### config.mk
export PLATFORM = sky130hd
export DESIGN_NAME = riscv_base_divider
export DESIGN_NICKNAME = d
export VERILOG_FILES = /design/src/rtl/riscv_base_divider_pkg.sv /design/src/rtl/riscv_base_divider.sv
export SDC_FILE = /design/constraint.sdc
export NUM_CORES = 1
export LEC_CHECK = 0
export BUFFER_PORTS_ARGS = -buffer_cell sky130_fd_sc_hd__buf_2
export CORE_UTILIZATION = 52
export CTS_BUF_LIST = sky130_fd_sc_hd__clkbuf_8 sky130_fd_sc_hd__clkbuf_16
export CTS_CLUSTER_SIZE = 12
export DETAILED_ROUTE_END_ITERATION = 10
export MAX_ROUTING_LAYER = met4
export PLACE_DENSITY = 0.78
export SLEW_MARGIN = 10
export SYNTH_ARGS = -nofsm -noshare
export SYNTH_HDL_FRONTEND = slang
export SYNTH_SLANG_ARGS = --single-unit
### constraint.sdc
create_clock -name clk_i -period 3.94 [get_ports clk_i]
set_input_delay 0.197 -clock clk_i [delete_from_list [all_inputs] [get_ports clk_i]]
set_output_delay 0.197 -clock clk_i [all_outputs]
set_load 0.05 [all_outputs]
### src/rtl/riscv_base_divider_pkg.sv
`default_nettype none
// ============================================================================
// Module   : riscv_base_divider_pkg
// Purpose  : Shared RV32M divide/remainder match constants and a small
//            decode helper used by the divider and its bench.
// Revision : 1.0 - initial release
// ============================================================================
package riscv_base_divider_pkg;

  // Instruction match values and the field masks they are compared under
  localparam logic [31:0] INST_DIV       = 32'h0200_4033;
  localparam logic [31:0] INST_DIV_MASK  = 32'hFE00_707F;
  localparam logic [31:0] INST_DIVU      = 32'h0200_5033;
  localparam logic [31:0] INST_DIVU_MASK = 32'hFE00_707F;
  localparam logic [31:0] INST_REM       = 32'h0200_6033;
  localparam logic [31:0] INST_REM_MASK  = 32'hFE00_707F;
  localparam logic [31:0] INST_REMU      = 32'h0200_7033;
  localparam logic [31:0] INST_REMU_MASK = 32'hFE00_707F;

  localparam int unsigned DATA_W = 32;

  // Decoded view of an instruction word as far as the divider cares
  typedef struct packed {
    logic is_div;     // one of DIV/DIVU/REM/REMU
    logic is_signed;  // DIV or REM
    logic is_rem;     // REM or REMU
  } div_decode_t;

  function automatic div_decode_t div_decode(input logic [31:0] inst);
    div_decode_t d;
    logic        m_div;
    logic        m_divu;
    logic        m_rem;
    logic        m_remu;
    m_div       = (inst & INST_DIV_MASK)  == INST_DIV;
    m_divu      = (inst & INST_DIVU_MASK) == INST_DIVU;
    m_rem       = (inst & INST_REM_MASK)  == INST_REM;
    m_remu      = (inst & INST_REMU_MASK) == INST_REMU;
    d.is_div    = m_div | m_divu | m_rem | m_remu;
    d.is_signed = m_div | m_rem;
    d.is_rem    = m_rem | m_remu;
    return d;
  endfunction

endpackage
`default_nettype wire

### src/rtl/riscv_base_divider.sv
`default_nettype none
// ============================================================================
// Module   : riscv_base_divider
// Purpose  : Iterative 32-bit restoring divider for RV32M DIV/DIVU/REM/REMU.
//            One quotient bit per cycle, MSB first; single-cycle writeback
//            strobe with a held result register.
// Revision : 1.0 - initial release
// ============================================================================
module riscv_base_divider
  import riscv_base_divider_pkg::*;
(
  input  logic        clk_i,
  input  logic        rst_i,
  input  logic        opcode_valid_i,
  input  logic [31:0] opcode_opcode_i,
  input  logic [31:0] opcode_pc_i,
  input  logic        opcode_invalid_i,
  input  logic [4:0]  opcode_rd_idx_i,
  input  logic [4:0]  opcode_ra_idx_i,
  input  logic [4:0]  opcode_rb_idx_i,
  input  logic [31:0] opcode_ra_operand_i,
  input  logic [31:0] opcode_rb_operand_i,
  output logic        writeback_valid_o,
  output logic [31:0] writeback_value_o
);

  div_decode_t w_dec;
  logic        w_start;
  logic [31:0] w_mag_a;
  logic [31:0] w_mag_b;
  logic        w_invert;

  logic        r_busy;
  logic        r_rem_sel;
  logic        r_invert;
  logic [31:0] r_dvd;     // dividend bits shift out the top, quotient bits in at the bottom
  logic [31:0] r_dvs;     // divisor magnitude
  logic [31:0] r_rem;     // partial remainder
  logic [31:0] r_mask;    // one-hot marker of the quotient bit being produced
  logic        r_wb_valid;
  logic [31:0] r_wb_value;

  logic [33:0] w_diff;
  logic        w_qbit;
  logic [31:0] w_rem_next;
  logic [31:0] w_res_raw;
  logic [31:0] w_result;
  logic        w_unused_ok;

  assign w_dec   = div_decode(opcode_opcode_i);
  assign w_start = opcode_valid_i & ~opcode_invalid_i & w_dec.is_div & ~r_busy;

  // Operand magnitudes; unsigned ops pass the raw value through
  assign w_mag_a = (w_dec.is_signed && opcode_ra_operand_i[31]) ? (32'd0 - opcode_ra_operand_i)
                                                                : opcode_ra_operand_i;
  assign w_mag_b = (w_dec.is_signed && opcode_rb_operand_i[31]) ? (32'd0 - opcode_rb_operand_i)
                                                                : opcode_rb_operand_i;

  // Remainder follows the dividend sign; a zero divisor leaves the all-ones
  // quotient un-negated so DIV by zero yields -1 as the ISA requires
  assign w_invert = w_dec.is_signed &
                    (w_dec.is_rem ? opcode_ra_operand_i[31]
                                  : ((opcode_ra_operand_i[31] ^ opcode_rb_operand_i[31]) &
                                     (opcode_rb_operand_i != 32'd0)));

  // Trial subtract of the divisor from the shifted partial remainder; bit 33
  // is the borrow, which means the divisor did not fit
  assign w_diff     = {1'b0, r_rem, r_dvd[31]} - {2'b00, r_dvs};
  assign w_qbit     = ~w_diff[33];
  assign w_rem_next = w_qbit ? w_diff[31:0] : {r_rem[30:0], r_dvd[31]};

  assign w_res_raw  = r_rem_sel ? r_rem : r_dvd;
  assign w_result   = r_invert ? (32'd0 - w_res_raw) : w_res_raw;

  // Index/pc fields are carried by the issue bus but play no part here;
  // w_diff[32] is always zero whenever the subtract result is kept
  assign w_unused_ok = ^{opcode_pc_i, opcode_rd_idx_i, opcode_ra_idx_i,
                         opcode_rb_idx_i, w_diff[32]};

  // Capture operands on start, iterate while the mask is live, then publish
  always_ff @(posedge clk_i or negedge rst_i) begin
    if (!rst_i) begin
      r_busy     <= 1'b0;
      r_rem_sel  <= 1'b0;
      r_invert   <= 1'b0;
      r_dvd      <= 32'd0;
      r_dvs      <= 32'd0;
      r_rem      <= 32'd0;
      r_mask     <= 32'd0;
      r_wb_valid <= 1'b0;
      r_wb_value <= 32'd0;
    end else begin
      r_wb_valid <= 1'b0;
      if (w_start) begin
        r_busy    <= 1'b1;
        r_rem_sel <= w_dec.is_rem;
        r_invert  <= w_invert;
        r_dvd     <= w_mag_a;
        r_dvs     <= w_mag_b;
        r_rem     <= 32'd0;
        r_mask    <= 32'h8000_0000;
      end else if (r_busy) begin
        if (r_mask != 32'd0) begin
          r_dvd  <= {r_dvd[30:0], w_qbit};
          r_rem  <= w_rem_next;
          r_mask <= r_mask >> 1;
        end else begin
          r_busy     <= 1'b0;
          r_wb_valid <= 1'b1;
          r_wb_value <= w_result;
        end
      end
    end
  end

  assign writeback_valid_o = r_wb_valid;
  assign writeback_value_o = r_wb_value;

endmodule
`default_nettype wire

Yosys cells after proc, flatten, opt, wreduce, memory -nomap -nowiden:

Index checks and enable logic that the tools add are counted.

* equality and inequality tests: 4
* $add $sub $neg: 4
* bitwise gates (word level): 16
* reductions and logical operators: 8
* muxes and demuxes: 21

Operator list (count)
* $mux 32: 14
* $sub 1x32->32 const A: 3
* $eq 17x11->1 const B: 4
* $reduce_bool 32->1: 2
* $sub 33x32->34: 1
* $mux 1: 7
* $and 1x1->1: 5
* $not 1->1: 5
* $or 1x1->1: 5
* $reduce_bool 2->1: 2
* $reduce_and 3->1: 1
* $logic_and 1x1->1: 2
* $reduce_and 2->1: 1
* $xor 1x1->1: 1

* bits in registers: 164
* output and inout bits: 33
* logic and storage cells: 62

Logic depth before layout (Yosys ltp):

* depth in word-level cells: 8
* gate-level depth with buffers: 15
* gate-level depth less buffers: 12

Least setup slack after synthesis:

OpenSTA, ideal clock, no wires.

* path kind: register -> register
* from: register r_rem_sel
* to: register r_wb_value[16] (netlist: writeback_value_o[16])
* stages on the path, launching flop included: 16
* required time: 3857 ps
* setup slack: -341 ps
* arrival time: 4198 ps
* cell sequence: dfrtp_1 > clkbuf_1 > clkbuf_1 > buf_1 > buf_1 > clkbuf_1 > buf_1 > mux2i_1 > ha_1 > o21ai_0 > o31ai_1 > and2_1 > a21boi_0 > nand2_1 > xor2_1 > o21ai_0

* longest elaborated chain between the ends: 3

RTL lines
* start, declared: line riscv_base_divider.sv:34 `logic r_rem_sel;`
* start signal, assigned: line riscv_base_divider.sv:96 `r_rem_sel <= w_dec.is_rem;`
* $mux 32 (*): line riscv_base_divider.sv:72 `assign w_res_raw = r_rem_sel ? r_rem : r_dvd;`
* $sub 1x32->32: line riscv_base_divider.sv:73 `assign w_result = r_invert ? (32'd0 - w_res_raw) : w_res_raw;`
* $mux 32 (*): line riscv_base_divider.sv:73
* end signal, assigned: line riscv_base_divider.sv:110 `r_wb_value <= w_result;`
* end, declared: line riscv_base_divider.sv:41 `logic [31:0] r_wb_value;`

Every way passes the cells marked *; elsewhere a longest branch is shown, timed or not.
A chain may end at the register's enable or synchronous reset.

Worst setup path in the final report:

* from: register r_dvd[31]
* to: register r_rem[14]

* longest elaborated chain between the ends: 5

RTL lines
* start, declared: line riscv_base_divider.sv:36 `logic [31:0] r_dvd;`
* start signal, assigned: line riscv_base_divider.sv:98 `r_dvd <= w_mag_a;`
* start signal, assigned: line riscv_base_divider.sv:104 `r_dvd <= {r_dvd[30:0], w_qbit};`
* $sub 33x32->34: line riscv_base_divider.sv:68 `assign w_diff = {1'b0, r_rem, r_dvd[31]} - {2'b00, r_dvs};`
* $mux 32: line riscv_base_divider.sv:70 `assign w_rem_next = w_qbit ? w_diff[31:0] : {r_rem[30:0], r_dvd[31]};`
* $mux 32: line riscv_base_divider.sv:103 `if (r_mask != 32'd0) begin`
* $mux 32: line riscv_base_divider.sv:102 `end else if (r_busy) begin`
* $mux 32: line riscv_base_divider.sv:94 `if (w_start) begin`
* end signal, assigned: line riscv_base_divider.sv:105 `r_rem <= w_rem_next;`
* end, declared: line riscv_base_divider.sv:38 `logic [31:0] r_rem;`

Every way passes these cells. The select of a mux whose other input is x is not followed.

==> metrics <==
result of the run=finished clean; shortest period the worst path allows=3.534 ns; remaining design rule violation count=0; wire length of the first global-routing pass=42900 um; final setup TNS=0 ns; largest net degree at the start of global routing=113; slowest stage cell on the critical path=a2111oi_0; horizontal die dimension=144.1 um; ratio of final minimum period to clock period=0.8969; count of antenna diodes in the layout=0; Crit Reg-Reg Startpoint=r_dvd[31]; number of nets still failing antenna checks after routing=0; category of the most critical setup path=register to register; crit path capture type=register; wire length reported by the detailed router=roughly 26000 um; CTS clock-pin slew for the worst setup and hold paths=0.07 ns; synthesized net count=1409; post-synthesis instance area=0.01049 mm2; final-report max-slew violation count=0; Core Region=approximately 0.020 mm2; clock tree from TritonCTS=yes; most prevalent standard cell on the critical path=o21ai_0; clock insertion delay at the later pin of the skew report=0.44 ns; top cell type's share of synthesized area=0.3911; synthesized flop and latch total=164; Synthesis Warnings=0; clock root buffer=clkbuf_16; net switching share of the total power=0.2413; Die Footprint=slightly above 0.02 mm2; total number of vias=between 9k and 10k; share of the yosys chip area belonging to registers=0.3911; mux share of post-synthesis cell area=0.05234; I/O pin cnt=180; worst min-delay path startpoint=opcode_opcode_i[13]; element type at the critical path start=register; number of violations of the max-capacitance limit=0; count of buffers from port buffering=117; number of search-and-repair iterations in the first detailed-routing pass=5; Tot GR Track Use=0.2696; critical path cell sequence=inv_1 > ha_1 > nor2b_1 > o2111ai_1 > a2111oi_0 > buf_4 > o21ai_0 > nand3b_1 > a21oi_1 > o211ai_1 > buf_12 > mux2i_1 > o21ai_0; mean cell area of the mapped netlist=8.559 um2; number of synthesized flops with an enable pin=0; total leakage power=5.167 nW; power density cells=307.6 mW/mm2; Worst EP arrival=3.84 ns; worst min path class=input port to register; Die Span Y=144.1 um; Placer Congestion=0.9046; CTS Buf Count=17; number of H-tree branching levels=4; NumNets Final=1494; Setup WS pre-CTS=0.2135 ns; Post-Synth XOR/XNOR Area=0.09682; biggest cell delay along the critical path=0.56 ns; post-cts gate resize count=0; gate count of the mapped netlist=1226; Internal=~2.8 mW; combinational fraction of design power=0.056; max-slew headroom at the worst pin=0.3103; number of DRC markers in iteration 0=between 700 and 800; dominant synthesized flop cell=dfrtp_1; number of sinks driven by the clock tree=164; largest fanout of any net on the critical path=24; fraction of the mapped netlist area in compound gates=0.1916; peak ir drop on the vdd network=0.2732 mV; post-route setup slack=just over 0.4 ns; vias per cell=5.907; site row count=51; # hold bufs at CTS=2; Clk network pwr share=0.480; Hold Fails Final Rpt=0; async set-or-reset flop fraction in the synthesized netlist=1.000; main combinational cell family by area after synthesis=compound AO/OA/AOI/OAI gates; fmax=about 280 MHz; placed wire-length estimate after detailed placement=a little under 20000 um; Post-CTS Repair Setup Buffers=0; Synth-to-Final Area Change=14.13%; gr ovfl total=0; top cells by area in the synthesized netlist=dfrtp_1 39%, o21ai_0 7.9%, nand2_1 7.2%, xor2_1 5.9%, mux2i_1 4.5%; switching power=slightly below 900 uW; buffers from clock root to sink, at most=2; initial cell density of the core=0.5357; number of distinct library cells after synthesis=59; required arrival time at the worst endpoint=4.25 ns; post-DR wirelength/cell=16.65 um; Post-Synth Adder-Cell Area=0.04364; vias in the first global route=around 8.6k; post-synthesis simple-gate area fraction=0.1812; share of total power in sequential cells=0.465; antenna violations before repair=0; source of the critical timing path=r_dvd[31]; Fin Clk Skew=0.009970 ns; share of final-layout standard cells stronger than drive strength 1=0.1458; slew of the pin with the lowest slew margin=1.035 ns; library cell occupying the most area in the post-synthesis netlist=dfrtp_1; hold_ws=0.04393 ns; RSZ-0062 raised after global routing=false; final setup violating endpoints=0
-- state kept, by name, indices dropped and copies added, names as in the netlist --
signal / cells
r_dvd: 32
r_dvs: 32
r_mask: 32
r_rem: 32
writeback_value_o: 32
r_busy: 1
r_invert: 1
r_rem_sel: 1
writeback_valid_o: 1
-- cell usage in the layout (no fill, tap or decap), types with 10 or more instances in the layout --
cell type and instances:
a22oi_1 30, a21o_1 10, mux2i_1 47, nand2_1 199, buf_4 16, a21oi_1 46, ha_1 35, inv_1 52
xnor2_1 45, nor4_1 10, buf_2 116, dfrtp_1 163, o21ai_0 165, nor3_1 17, nand3_1 65, xor2_1 71
o31ai_1 24, nor2_1 38, clkbuf_16 17
-- metal layers --
metal,wire length (um),GRT usage
met5,0,-
met4,626,0.09127
met3,1466,0.03675
met2,12380,0.4251
met1,11990,0.3572
-- layout make-up --
cell class | count | area, um2
Tap cell | 265 | 331.6
Inverter | 51 | 191.4
Clock inverter | 15 | 198.9
Clock buffer | 17 | 425.4
Sequential cell | 164 | 4105
Fill cell | 1713 | 7614
Timing Repair Buffer | 136 | 752.0
Multi-Input combinational cell | 941 | 5972
-- power by group through the flow --
stage	Sequential, mW	Clock, mW	Combinational (mW)
final	1.71	1.77	0.205
after CTS	1.71	1.78	0.206
after global placement	1.74	0	0.198
after floorplan	1.74	0	0.0806
after global routing	1.71	1.86	0.230
after detailed placement	1.74	0	0.203
-- critical path, delay by kind of cell (launching register included) --
family / cells / cell delay [ns]
compound gates: 6 / 1.58
buf+inv: 3 / 0.55
flops: 1 / 0.45
simple gates: 2 / 0.32
mux: 1 / 0.24
fa+ha+maj: 1 / 0.23
-- metrics by stage --
step	total power, mW	area (um2)	std cells	util
floorplan	1.817	10500	1226	-
global placement	1.940	11330	1555	0.5785
detailed placement	1.945	11330	1555	0.5785
CTS	3.699	11980	1589	0.6114
global route	3.797	11980	1589	0.6114
finish	3.684	11980	1589	0.6114
-- synthesized netlist by cell type (5+ instances only) --
master	n
inv_1	51
a21oi_1	46
or2_2	6
mux2_2	7
mux2i_1	47
nand2b_1	7
o41ai_1	9
xnor2_1	45
nor2_1	39
and3_1	6
or4_1	9
clkbuf_1	62
a22oi_1	30
a21o_1	10
nand2_1	200
and2_1	6
buf_1	8
nor3b_1	5
ha_1	35
a32oi_1	5
nand4_1	9
dfrtp_1	164
nor3_1	17
nand3_1	66
xor2_1	71
o31ai_1	24
o21ai_0	165
nor4_1	10
-- worst paths after layout --
check	slack, ns	to	cells after the start
max	0.41	r_rem[14]	13
min	0.04	r_rem_sel	3
max reg2reg	0.41	r_rem[14]	13
min reg2reg	0.47	writeback_value_o[3]	2
max in group asynchronous	2.56	writeback_value_o[24]	3
min in group asynchronous	0.42	writeback_value_o[2]	2
-- kinds of logic after synthesis --
| kind of cell | count (synthesis) |
|---|---|
| AOI/OAI and AO/OA | 330 |
| xor gates and xnor gates | 116 |
| adders and majority gates | 36 |
| buffers and inverters | 121 |
| DFF | 164 |
| muxes | 54 |
| and+or+nand+nor | 405 |
(Power assumes the default switching activity.)
